File: src/rtl/two_power_mod_pkg.sv
// Shared types and helpers for the two_power_mod arbiter family.
package two_power_mod_pkg;

  typedef enum logic [1:0] {
    IDLE   = 2'd0,
    ISSUE  = 2'd1,
    WAIT   = 2'd2,
    RETURN = 2'd3
  } state_e;

  // 2^0 mod m is 1, except that 1 mod 1 collapses to 0; only the LSB can be set.
  function automatic logic bypass_bit(input logic modulus_is_one);
    return ~modulus_is_one;
  endfunction

endpackage

File: src/rtl/rr_pick.sv
// Combinational round-robin picker: first asserted req scanning ptr+1, ptr+2, ... modulo N.
module rr_pick #(
  parameter int  N  = 4,
  localparam int IW = (N > 1) ? $clog2(N) : 1
) (
  input  logic [N-1:0]  req,
  input  logic [IW-1:0] ptr,
  output logic          grant_valid,
  output logic [IW-1:0] grant_id
);

  logic [IW-1:0] idx;

  // NOTE: every variable written here gets a default first, so no path can infer a latch.
  always_comb begin
    grant_valid = 1'b0;
    grant_id    = '0;
    idx         = '0;
    for (int i = 1; i <= N; i++) begin
      idx = IW'((int'(ptr) + i) % N);
      if (!grant_valid && req[idx]) begin
        grant_valid = 1'b1;
        grant_id    = idx;
      end
    end
  end

endmodule

File: src/rtl/two_power_mod_arbiter.sv
// Round-robin front end sharing one 2^power mod modulus engine among NUM_REQ requesters.
module two_power_mod_arbiter
  import two_power_mod_pkg::*;
#(
  parameter int  NUM_REQ     = 4,
  parameter int  MOD_WIDTH   = 256,
  parameter int  POWER_WIDTH = 32,
  localparam int ID_WIDTH    = $clog2(NUM_REQ)
) (
  input  logic                           clk,
  input  logic                           rst,
  input  logic [NUM_REQ-1:0]             i_valid,
  output logic [NUM_REQ-1:0]             i_ready,
  input  logic [NUM_REQ*MOD_WIDTH-1:0]   i_modulus,
  input  logic [NUM_REQ*POWER_WIDTH-1:0] i_power,
  output logic [NUM_REQ-1:0]             o_valid,
  input  logic [NUM_REQ-1:0]             o_ready,
  output logic [MOD_WIDTH-1:0]           o_out,
  output logic [ID_WIDTH-1:0]            o_id,
  output logic                           e_valid,
  input  logic                           e_ready,
  output logic [MOD_WIDTH-1:0]           e_modulus,
  output logic [POWER_WIDTH-1:0]         e_power,
  input  logic                           r_valid,
  output logic                           r_ready,
  input  logic [MOD_WIDTH-1:0]           r_out
);

  localparam logic [NUM_REQ-1:0] ONE = NUM_REQ'(1);

  state_e                   state_q, state_d;
  logic [ID_WIDTH-1:0]      ptr_q, ptr_d;
  logic [ID_WIDTH-1:0]      id_q, id_d;
  logic [MOD_WIDTH-1:0]     mod_q, mod_d;
  logic [POWER_WIDTH-1:0]   pow_q, pow_d;
  logic [MOD_WIDTH-1:0]     res_q, res_d;

  logic                     grant_valid;
  logic [ID_WIDTH-1:0]      grant_id;
  logic [MOD_WIDTH-1:0]     sel_mod;
  logic [POWER_WIDTH-1:0]   sel_pow;

  rr_pick #(.N(NUM_REQ)) u_pick (
    .req         (i_valid),
    .ptr         (ptr_q),
    .grant_valid (grant_valid),
    .grant_id    (grant_id)
  );

  assign sel_mod = i_modulus[grant_id*MOD_WIDTH +: MOD_WIDTH];
  assign sel_pow = i_power[grant_id*POWER_WIDTH +: POWER_WIDTH];

  always_comb begin
    state_d = state_q;
    ptr_d   = ptr_q;
    id_d    = id_q;
    mod_d   = mod_q;
    pow_d   = pow_q;
    res_d   = res_q;
    i_ready = '0;
    unique case (state_q)
      IDLE: begin
        if (grant_valid) begin
          i_ready = ONE << grant_id;
          id_d    = grant_id;
          mod_d   = sel_mod;
          pow_d   = sel_pow;
          if (sel_pow == '0) begin
            res_d   = MOD_WIDTH'(bypass_bit(sel_mod == MOD_WIDTH'(1)));
            state_d = RETURN;
          end else begin
            state_d = ISSUE;
          end
        end
      end
      ISSUE: if (e_ready) state_d = WAIT;
      WAIT: begin
        if (r_valid) begin
          res_d   = r_out;
          state_d = RETURN;
        end
      end
      RETURN: begin
        // Only the answered requester's ready bit can retire the response.
        if (o_ready[id_q]) begin
          ptr_d   = id_q;
          state_d = IDLE;
        end
      end
      default: state_d = IDLE;
    endcase
  end

  // NOTE: sequential state uses non-blocking assignments so all flops update together at the edge.
  always_ff @(posedge clk or negedge rst) begin
    if (!rst) begin
      state_q <= IDLE;
      ptr_q   <= ID_WIDTH'(NUM_REQ - 1);
      id_q    <= '0;
      mod_q   <= '0;
      pow_q   <= '0;
      res_q   <= '0;
    end else begin
      state_q <= state_d;
      ptr_q   <= ptr_d;
      id_q    <= id_d;
      mod_q   <= mod_d;
      pow_q   <= pow_d;
      res_q   <= res_d;
    end
  end

  assign e_valid   = (state_q == ISSUE);
  assign r_ready   = (state_q == WAIT);
  assign o_valid   = (state_q == RETURN) ? (ONE << id_q) : '0;
  assign o_out     = res_q;
  assign o_id      = id_q;
  assign e_modulus = mod_q;
  assign e_power   = pow_q;

endmodule

File: config.mk
export PLATFORM = sky130hd
export DESIGN_NAME = two_power_mod_arbiter
export DESIGN_NICKNAME = d
export VERILOG_FILES = /design/src/rtl/two_power_mod_pkg.sv /design/src/rtl/rr_pick.sv /design/src/rtl/two_power_mod_arbiter.sv
export SDC_FILE = /design/constraint.sdc
export NUM_CORES = 1
export LEC_CHECK = 0
export CORE_AREA = 2 2 765 767
export DETAILED_ROUTE_END_ITERATION = 6
export DIE_AREA = 0 0 767 769
export GPL_ROUTABILITY_DRIVEN = 0
export PLACE_DENSITY = 0.3
export SYNTH_ARGS = -nofsm -noshare
export SYNTH_HDL_FRONTEND = slang
export SYNTH_HIERARCHICAL = 1
export SYNTH_SLANG_ARGS = --single-unit
File: constraint.sdc
create_clock -name clk -period 7.3 [get_ports clk]
set_input_delay 1.095 -clock clk [delete_from_list [all_inputs] [get_ports clk]]
set_output_delay 1.095 -clock clk [all_outputs]
set_load 0.01 [all_outputs]
Word-level counts from Yosys, hierarchy flattened
Index checks and enable logic that the tools add are counted.

word-level totals
  output and inout bits = 556
  input bits = 1,420
  bits in registers = 550
  logic and storage cells = 73

cells by class
  bitwise operators = 1
  shift operators = 4
  reduce and logical (&&, ||, !) cells = 13
  equal/unequal tests = 9
  $lt $le $gt $ge = 5
  muxes and demuxes = 31
  $add $sub $neg = 4

operators by type and width
  operator                                                                      count
  1024-bit by 11-bit indexed part select with 256-bit output                    1
  256-bit two-way mux                                                           3
  256-bit case mux with 2 select lines                                          1
  256-bit by 1-bit equality test with 1-bit output, second input constant       1
  128-bit by 8-bit indexed part select with 32-bit output                       1
  32-bit zero test                                                              1
  2-bit two-way mux                                                             9
  2-bit by 3-bit less-than comparator with 1-bit output, second input constant  5
  4-bit two-way mux                                                             3
  1-bit binary-select mux with 2-bit select                                     5
  1-bit two-way mux                                                             9
  2-bit != test, second input constant                                          4
  2-bit case mux with 4 select lines                                            1
  4-bit AND reduction                                                           2
  1-bit by 2-bit left shift with 4-bit output, first input constant             2
  2-bit by 1-bit adder with 2-bit output, second input constant                 2
  2-bit adder, second input constant                                            2
  2-bit equality test, second input constant                                    2
  2-bit AND reduction                                                           2
  1-bit logical AND                                                             3
  1-bit zero test                                                               3
  2-bit by 1-bit equality test with 1-bit output, second input constant         1
  2-bit zero test                                                               1
  2-bit by 1-bit != test with 1-bit output, second input constant               1
  other kinds (2)                                                               2

Longest topological paths before layout
Gate-level depths: netlist of the first run.

  depth in word-level cells = 19
  mapped depth = 18
  mapped depth without buffers = 10

Modules after synthesis
The synthesis of the first run kept the hierarchy.

by module, submodules not included
  module                 area an instance (um^2)  cells each  instances  seq. area each (um^2)
  two_power_mod_arbiter  28,491.1                 2,213       1          13,765.7
  rr_pick                91.3                     14          1          0.0

Worst setup path after synthesis of the first run
Ideal clock, no wire load.

  kind = input to register
  start = input port i_valid[2]
  end = register res_q[0], in the netlist o_out[0]
  library setup time = 0.127 ns
  setup slack = 2.923 ns
  buffers on the path = 5
  data required time = 7.173 ns
  arrival time = 4.250 ns
  stages = 15
  cell sequence = and2b_1 a21oi_2 o221ai_2 buf_4 buf_6 buf_4 buf_2 buf_1 mux4_2 nor4_1 nand4_1 nor4_1 nand3_1 o22ai_1 o21ai_0

between the ends
  cells in the longest elaborated chain, start to end = 18
  elaborated cells on any way between the ends = 33
  those cells by class = eq/ne (3); shift (2); mux (19); bitwise (1); reduce/logical (8)

ends and longest elaborated chain
  item                                                        line                          RTL
  start, declared                                             two_power_mod_arbiter.sv:12   input logic [NUM_REQ-1:0] i_valid,
  1-bit binary-select mux with 2-bit select                   rr_pick.sv:21                 if (!grant_valid && req[idx]) begin
  1-bit two-way mux (implied by the code)                     rr_pick.sv:21
  1-bit two-way mux                                           rr_pick.sv:21
  1-bit zero test                                             rr_pick.sv:21
  1-bit logical AND                                           rr_pick.sv:21
  1-bit two-way mux                                           rr_pick.sv:21
  1-bit zero test                                             rr_pick.sv:21
  1-bit logical AND                                           rr_pick.sv:21
  [3 not listed]                                              -
  2-bit two-way mux *                                         rr_pick.sv:21
  via grant_id[0]                                             two_power_mod_arbiter.sv:39   logic [ID_WIDTH-1:0] grant_id;
  1024-bit by 11-bit indexed part select with 256-bit output  two_power_mod_arbiter.sv:50   assign sel_mod = i_modulus[grant_id*MOD_WIDTH +: MOD_WIDTH];
  256-bit by 1-bit equality test with 1-bit output            two_power_mod_arbiter.sv:69   res_d = MOD_WIDTH'(bypass_bit(sel_mod == MOD_WIDTH'(1)));
  1-bit inverter                                              two_power_mod_pkg.sv:13       return ~modulus_is_one;
  256-bit two-way mux                                         two_power_mod_arbiter.sv:68   if (sel_pow == '0) begin
  256-bit two-way mux                                         two_power_mod_arbiter.sv:63   if (grant_valid) begin
  256-bit case mux with 2 select lines                        two_power_mod_arbiter.sv:61   unique case (state_q)
  end signal, assigned                                        two_power_mod_arbiter.sv:109  res_q <= res_d;
  end, declared                                               two_power_mod_arbiter.sv:36   logic [MOD_WIDTH-1:0] res_q, res_d;

Mark *: on every way through the listed nets, which the timed path passes. The rest lies on a longest branch. The select of a mux whose other input is x is not followed.
A chain may end at the register's enable or synchronous reset.

Worst setup path in the final report of the first run
Ends and elaborated chain as after synthesis.

==> impl_results.md, run 1 <==
- Run status: finished, final reports clean
- Total of endpoints with negative setup slack in the final report: 0
- Mean Syn Cell Area: 12.8 um2
- First-pass GRT wire length: 498000 um
- Leak pwr: 20.5 nW
- Slew margin rel.: 32.2%
- Portion of netlist area occupied by mux cells: 34.3%
- Via count of the routed design: 31.0k
- Total clock buffers created by CTS: 94
- Slew Viols, Final: 0
- Switching part of the total power: 44.0%
- Hold-fix buffer count after cts: 0
- Post-DP HPWL: 379000 um
- Synthesized-area fraction occupied by ao, oa, aoi and oai cells: 4.80%
- Clock network latency to the later pin of the worst-skew pair: 0.91 ns
- P per Cell Area: 396 nW/um2
- Routed wirelength normalized by instance count: 34.7 um
- Maxcap violations: 0
- Total net switching power: 10.7 mW
- Residual DRC: 0
- Number of placed I/O pins: 1976
- Proportion of power drawn by the clock network: 19.7%
- Xor-xnor portion of the synthesized cell area: 0%
- Cell-internal power: 13.6 mW
- Fraction of final layout cells sized beyond drive strength 1: 19.1%
- Vias in the first global route: 32.5k
- Net count after synthesis: 3651
- Overall routed net length: 419000 um
- Worst vdd ir: 307 uV
- Buffer depth of the longest clock path: 4
- # Post-CTS Setup Buffers: 0
- Final net count: 5593
- Filler Cell Count: 66.8k
- Commonest non-fill, non-tap cell in the layout: sky130_fd_sc_hd__clkdlybuf4s50_1
- Initial cell density of the core: 4.92%
- Final critical-path share of the clock period: 77.5%
- Type of origin of the critical path: input pin
- Combinational Power Share: 56.1%
- Total number of H-tree levels: 3
- RSZ-0062 raised after global routing: false
- Area of the die: 590000 um2
- Die width: 767 um
- Synthesis-stage register bit count: 550
- Aggregate negative setup slack: 0 ns
- Netlist Area Pre-Place: 28600 um2
- Area growth, synth to finish: 114%
- Final antenna-violating net count: 0
- Critical Path Sink Type: flip-flop
- Yosys top cell by area: sky130_fd_sc_hd__dfrtp_1
- Count of distinct cell types in the synthesized netlist: 38
- Top cells by area, synth: sky130_fd_sc_hd__dfrtp_1 48%, sky130_fd_sc_hd__mux4_2 23%, sky130_fd_sc_hd__mux2_2 11%, sky130_fd_sc_hd__nand2_1 6.8%, sky130_fd_sc_hd__o21ai_1 3.2%
- Pin count of the biggest net entering global routing: 179
- Total global routing overflow: 0
- Fin Hold WS: 0.248 ns
- Overall power: 24.2 mW
- DIE HEIGHT: 769 um
- Synth Instances: 2227
- WP data arrival: 6.37 ns
- Area share of and/or/nand/nor cells after synthesis: 9.28%
- Required @ worst endpoint: 8.02 ns
- Clock edge transition at the registers on the reported setup and hold paths: 0.06 ns
- Setup slack of the worst register-to-register path: 1.91 ns
- Proportion of synthesized chip area in sequential cells: 48.2%
- Count of endpoints failing hold in the final timing report: 0
- Quantity of gates resized following cts: 0
- Highest fanout seen on the critical path: 17
- IO Port Bufs: 1975
- Shortest clock period the worst path allows after layout: 5.65 ns
- Area share of the largest cell type after synthesis: 48.0%
- Std cell rows: 280
- Measured slew at the worst slew-check pin: 1.01 ns
- Kind of critical path: in -> reg
- Power share of the sequential group: 24.2%
- Count of synthesis-stage warnings from yosys: 6
- Std-Cell Core Area: 581000 um2
- Clock tree root buffer cell: sky130_fd_sc_hd__clkbuf_16
- Initial antenna violation count: 449
- Clock sink count: 550
- Overall Global Routing Usage: 13.7%
- FMAX: 177 MHz
- Ratio of routed vias to standard cells: 2.57
- Class of the tightest hold or removal check: in -> async
- Number of detailed-route iterations in the first pass: 5
- TritonCTS clock tree: done
- Commonest cells after routing, fill and taps aside: 1969 x sky130_fd_sc_hd__clkdlybuf4s50_1, 548 x sky130_fd_sc_hd__dfrtp_1, 520 x sky130_fd_sc_hd__nand2_1
- Combinational family with the most area after synthesis: multiplexers
- Clock tree skew after final layout: 0.0770 ns
- Arithmetic-cell share of the synthesized area counting full adders, half adders and majority gates: 0.175%
- Iteration-0 DRC count of the detailed router: 1775
==> cells by family after synthesis <==
group           count (synthesis)
compound gates                269
fa+ha+maj                       4
buf+inv                       190
flops                         550
mux                           581
simple gates                  633
==> final timing paths <==
check | start | end | depth (start not counted)
worst max-delay path | i_valid[2] | o_out[0]$_DFFE_PN0P_ | 14
max in group asynchronous | rst | o_out[130]$_DFFE_PN0P_ | 3
worst min-delay path | rst | o_out[168]$_DFFE_PN0P_ | 1
worst min register to register | o_out[61]$_DFFE_PN0P_ | o_out[61]$_DFFE_PN0P_ | 2
worst max register to register | ptr_q[1]$_DFFE_PN1P_ | o_out[0]$_DFFE_PN0P_ | 13
min in group clk | o_out[61]$_DFFE_PN0P_ | o_out[61]$_DFFE_PN0P_ | 2
==> synthesized netlist by cell type <==
| master | instances |
|---|---|
| sky130_fd_sc_hd__or3_1 | 1 |
| sky130_fd_sc_hd__buf_1 | 10 |
| sky130_fd_sc_hd__and4_1 | 1 |
| sky130_fd_sc_hd__and3_1 | 2 |
| sky130_fd_sc_hd__nor3_1 | 3 |
| sky130_fd_sc_hd__dfstp_2 | 2 |
| sky130_fd_sc_hd__dfrtp_1 | 548 |
| sky130_fd_sc_hd__nor4b_1 | 1 |
| sky130_fd_sc_hd__o22ai_1 | 2 |
| sky130_fd_sc_hd__a21oi_1 | 3 |
| sky130_fd_sc_hd__mux2_2 | 291 |
| sky130_fd_sc_hd__nand3_1 | 2 |
| sky130_fd_sc_hd__a31oi_1 | 1 |
| sky130_fd_sc_hd__a21o_1 | 1 |
| sky130_fd_sc_hd__buf_6 | 23 |
| sky130_fd_sc_hd__o221ai_2 | 1 |
| sky130_fd_sc_hd__nor2_1 | 5 |
| sky130_fd_sc_hd__buf_2 | 32 |
| sky130_fd_sc_hd__and3b_1 | 1 |
| sky130_fd_sc_hd__a221oi_1 | 1 |
| sky130_fd_sc_hd__nand2_1 | 520 |
| sky130_fd_sc_hd__clkbuf_1 | 113 |
| sky130_fd_sc_hd__nand4_1 | 16 |
| sky130_fd_sc_hd__nand2b_1 | 3 |
| sky130_fd_sc_hd__inv_1 | 7 |
| sky130_fd_sc_hd__and2_1 | 1 |
| sky130_fd_sc_hd__a21oi_2 | 1 |
| sky130_fd_sc_hd__nor3b_1 | 2 |
| sky130_fd_sc_hd__buf_4 | 5 |
| sky130_fd_sc_hd__nor4_1 | 72 |
| sky130_fd_sc_hd__mux2i_1 | 1 |
| sky130_fd_sc_hd__a21boi_0 | 1 |
| sky130_fd_sc_hd__or4_1 | 2 |
| sky130_fd_sc_hd__mux4_2 | 289 |
| sky130_fd_sc_hd__ha_1 | 4 |
| sky130_fd_sc_hd__o21ai_0 | 78 |
| sky130_fd_sc_hd__and2b_1 | 1 |
| sky130_fd_sc_hd__o21ai_1 | 180 |
==> registers in the layout (all words and copies together), names as in the netlist <==
register / flops
o_id: 2
o_out: 256
ptr_q: 2
e_power: 32
e_modulus: 256
state_q: 2
==> per-stage QoR <==
step / utilization (%) / std cells / setup WS, ns / instance area (um2)
after floorplan: - / 2227 / 2.92 / 28600
after global placement: 9.96 / 11828 / 0.323 / 57900
after detailed placement: 9.96 / 11828 / 0.545 / 57900
after CTS: 10.5 / 11996 / 1.54 / 61000
after global routing: 10.5 / 12014 / 1.44 / 61100
final: 10.5 / 12071 / 1.65 / 61200
==> worst max-delay path: stages <==
cell                              delay, ns
sky130_fd_sc_hd__clkdlybuf4s50_1       0.46
sky130_fd_sc_hd__and2b_1               0.27
sky130_fd_sc_hd__a21oi_2               0.06
sky130_fd_sc_hd__o221ai_4              0.37
sky130_fd_sc_hd__buf_12                0.23
sky130_fd_sc_hd__buf_12                0.20
sky130_fd_sc_hd__buf_4                 0.39
sky130_fd_sc_hd__mux4_2                0.60
sky130_fd_sc_hd__nor4_1                0.51
sky130_fd_sc_hd__nand4_1               0.64
sky130_fd_sc_hd__nor4_1                0.48
sky130_fd_sc_hd__nand3_1               0.52
sky130_fd_sc_hd__o22ai_1               0.29
sky130_fd_sc_hd__o21ai_0               0.11
==> power groups by stage <==
stage               Sequential [mW]  Clock (mW)  Combinational (mW)
global placement               5.94           0                14.2
detailed placement             5.93           0                14.2
global route                   6.09        5.12                14.6
finish                         5.88        4.77                13.6
CTS                            5.93        5.08                14.3
floorplan                      6.17           0                4.88
==> final cells by class <==
cell class                 instances  area, um2  area share, %
antenna                           75        188          0.307
clock buffer                     122       2610           4.26
timing repair buffer            2029      20400           33.4
inverter                           7       26.3         0.0429
multi-input combinational       1487      14000           22.8
sequential                       550      13800           22.5
tap                             7755       9700           15.9
clock inverter                    46        542          0.885
==> layer usage <==
metal | wire length [um] | GRT usage [%] | part of all wire [%]
met5 | 1620 | 0 | 0.39
met2 | 195000 | 23.1 | 47
met3 | 54400 | 7.69 | 13
met4 | 11100 | 2.35 | 2.7
met1 | 156000 | 15.2 | 37
Power figures use the tool's default switching activity.
==> run 2, diff against run 1 <==
CORE_AREA = 2 2 761 763   (was 2 2 765 767)
DIE_AREA = 0 0 763 765   (was 0 0 767 769)
clock period = 4.67 ns   (was 7.3 ns; I/O delays follow)
==> impl_results.md, run 2 (same netlist as run 1, synthesis figures left out) <==
- Placed inst area: 60100 um2
- Footprint of the multi-input gates: 14200 um2
- Overall power: 40.2 mW
- Clock sink count: 550
- Initial antenna violation count: 435
- Post-route setup slack: 0.193 ns
- Clock network latency to the later pin of the worst-skew pair: 0.83 ns
- Fin area: 63800 um2
- Final net count: 5870
- Delay-heaviest family, CP: simple AND/OR/NAND/NOR gates
- Initial cell density of the core: 4.97%
- Final antenna-violating net count: 0
- Std-Cell Core Area: 576000 um2
- Run status: finished, final reports clean
- Critical Path Sink Type: flip-flop
- Final critical-path share of the clock period: 95.9%
- FMAX: 223 MHz
- Std cell rows: 279
- Kind of critical path: reg -> reg
- Buffer depth of the longest clock path: 4
- Worst setup timing slack at the placement stage: -2.13 ns
- Critical path's largest stage delay: 0.61 ns
- Measured slew at the worst slew-check pin: 1.22 ns
- Type of origin of the critical path: flip-flop
- CP most frequent cell: sky130_fd_sc_hd__buf_12
- Maxcap violations: 0
- Highest-delay cell along the critical path: sky130_fd_sc_hd__mux4_2
- Register Area: 13800 um2
- Post-DP HPWL: 386000 um
- Cell-internal power: 22.9 mW
- Highest fanout seen on the critical path: 19
- Number of detailed-route iterations in the first pass: 5
- Slew margin rel.: 18.9%
- Power share of the sequential group: 22.6%
- DIE HEIGHT: 765 um
- Commonest non-fill, non-tap cell in the layout: sky130_fd_sc_hd__clkdlybuf4s50_1
- Pin count of the biggest net entering global routing: 142
- Total clock buffers created by CTS: 91
- Via count of the routed design: 31.9k
- Ratio of routed vias to standard cells: 2.62
- Die width: 763 um
- Area of the die: 584000 um2
- Proportion of power drawn by the clock network: 19.0%
- Commonest cells after routing, fill and taps aside: 1965 x sky130_fd_sc_hd__clkdlybuf4s50_1, 548 x sky130_fd_sc_hd__dfrtp_1, 519 x sky130_fd_sc_hd__nand2_1
- Aggregate negative setup slack: 0 ns
- Shortest clock period the worst path allows after layout: 4.48 ns
- Required @ worst endpoint: 5.36 ns
- Leak pwr: 22.1 nW
- Number of placed I/O pins: 1976
- Overall Global Routing Usage: 14.0%
- Worst vdd ir: 315 uV
- First-pass GRT wire length: 501000 um
- TritonCTS clock tree: done
- Clock edge transition at the registers on the reported setup and hold paths: 0.06 ns
- Combinational Power Share: 58.4%
- Slew Viols, Final: 0
- Setup slack of the worst register-to-register path: 0.19 ns
- Total global routing overflow: 0
- Vias in the first global route: 33.4k
- Fin Hold WS: 0.423 ns
- Switching part of the total power: 43.2%
- Residual DRC: 0
- Class of the tightest hold or removal check: in -> reg
- RSZ-0062 raised after global routing: false
- Area growth, synth to finish: 123%
- Count of endpoints failing hold in the final timing report: 0
- Routed wirelength normalized by instance count: 34.9 um
- Clock tree root buffer cell: sky130_fd_sc_hd__clkbuf_16
- P per Cell Area: 630 nW/um2
- Filler Cell Count: 65.7k
- Overall routed net length: 426000 um
- Total number of H-tree levels: 3
- Total net switching power: 17.4 mW
- Iteration-0 DRC count of the detailed router: 1700
- WP data arrival: 5.17 ns
- Total of endpoints with negative setup slack in the final report: 0
- IO Port Bufs: 1975
- Clock tree skew after final layout: 0.0398 ns
- CP cell instances: nand2b_1 > a21oi_2 > o221ai_4 > buf_12 > buf_12 > buf_16 > buf_12 > buf_12 > mux4_2 > nor4_1 > nand4_1 > nor4_4 > buf_4 > nand3_4 > o22ai_2 > o21ai_0
- Fraction of final layout cells sized beyond drive strength 1: 24.4%
- Buffering stage count on the worst path with inverters included: 6
[run 2: cell types whose count changed in the layout (fill, tap and decap cells not counted), moves of 6 or more]
cell and change:
sky130_fd_sc_hd__nor4_1 -16, sky130_fd_sc_hd__nor4_4 +9, sky130_fd_sc_hd__buf_4 +243, sky130_fd_sc_hd__bufinv_16 +6
sky130_fd_sc_hd__buf_12 +31, sky130_fd_sc_hd__diode_2 +14, sky130_fd_sc_hd__nor4_2 +7
[run 2: final timing paths]
kind,startpoint,to,cells past startpoint
setup reg to reg,ptr_q[1]$_DFFE_PN1P_,o_out[0]$_DFFE_PN0P_,16
hold reg to reg,o_out[9]$_DFFE_PN0P_,o_out[9]$_DFFE_PN0P_,2
setup / recovery,ptr_q[1]$_DFFE_PN1P_,o_out[0]$_DFFE_PN0P_,16
min in group asynchronous,rst,e_power[15]$_DFFE_PN0P_,2
max in group asynchronous,rst,o_out[0]$_DFFE_PN0P_,4
hold / removal,r_out[189],o_out[189]$_DFFE_PN0P_,3
[run 2: power groups by stage]
stage | Combinational, mW | Sequential (mW) | Clock (mW)
6_report | 23.5 | 9.11 | 7.64
5_1_grt | 25.2 | 9.46 | 8.16
4_1_cts | 24.5 | 9.20 | 8.09
3_5_place_dp | 24.3 | 9.22 | 0
3_3_place_gp | 24.3 | 9.21 | 0
2_1_floorplan | 7.63 | 9.65 | 0
[run 2: metrics by stage]
stage / util (%) / std cells
finish: 11.1 / 12188
global route: 11.1 / 12130
CTS: 11.0 / 12095
detailed placement: 10.4 / 11931
global placement: 10.4 / 11930
floorplan: - / 2227
[run 2: layer usage]
metal / up-vias / wire length (um) / track usage (%) / part of all wire, %
li1: 12858 / - / - / -
met2: 2233 / 199000 / 23.6 / 47
met1: 15824 / 162000 / 15.8 / 38
met4: 206 / 11400 / 2.67 / 2.7
met5: - / 1390 / 0.309 / 0.33
met3: 790 / 51900 / 7.15 / 12
[run 2: area by class of cell]
class	instances	share of cell area, %
timing repair buffer	2309	36.0
multi-input combinational	1487	22.2
sequential	550	21.6
tap	7587	14.9
clock buffer	122	4.03
clock inverter	37	0.911
antenna	89	0.349
inverter	7	0.0412
[run 2: what timing repair did]
| action | CTS | global route |
|---|---|---|
| pin swaps | 5 | 5 |
| hold buffers | 1 | 0 |
| resized for setup | 23 | 16 |
| endpoints found under the hold margin | 45 | 0 |
| gates cloned | 1 | 1 |
| setup buffers | 3 | 4 |
| setup endpoints to repair | 1 | 65 |
[run 2: worst min-delay path, stage by stage]
cell,delay [ns]
sky130_fd_sc_hd__clkdlybuf4s50_1,0.40
sky130_fd_sc_hd__nand2_1,0.07
sky130_fd_sc_hd__o21ai_1,0.05
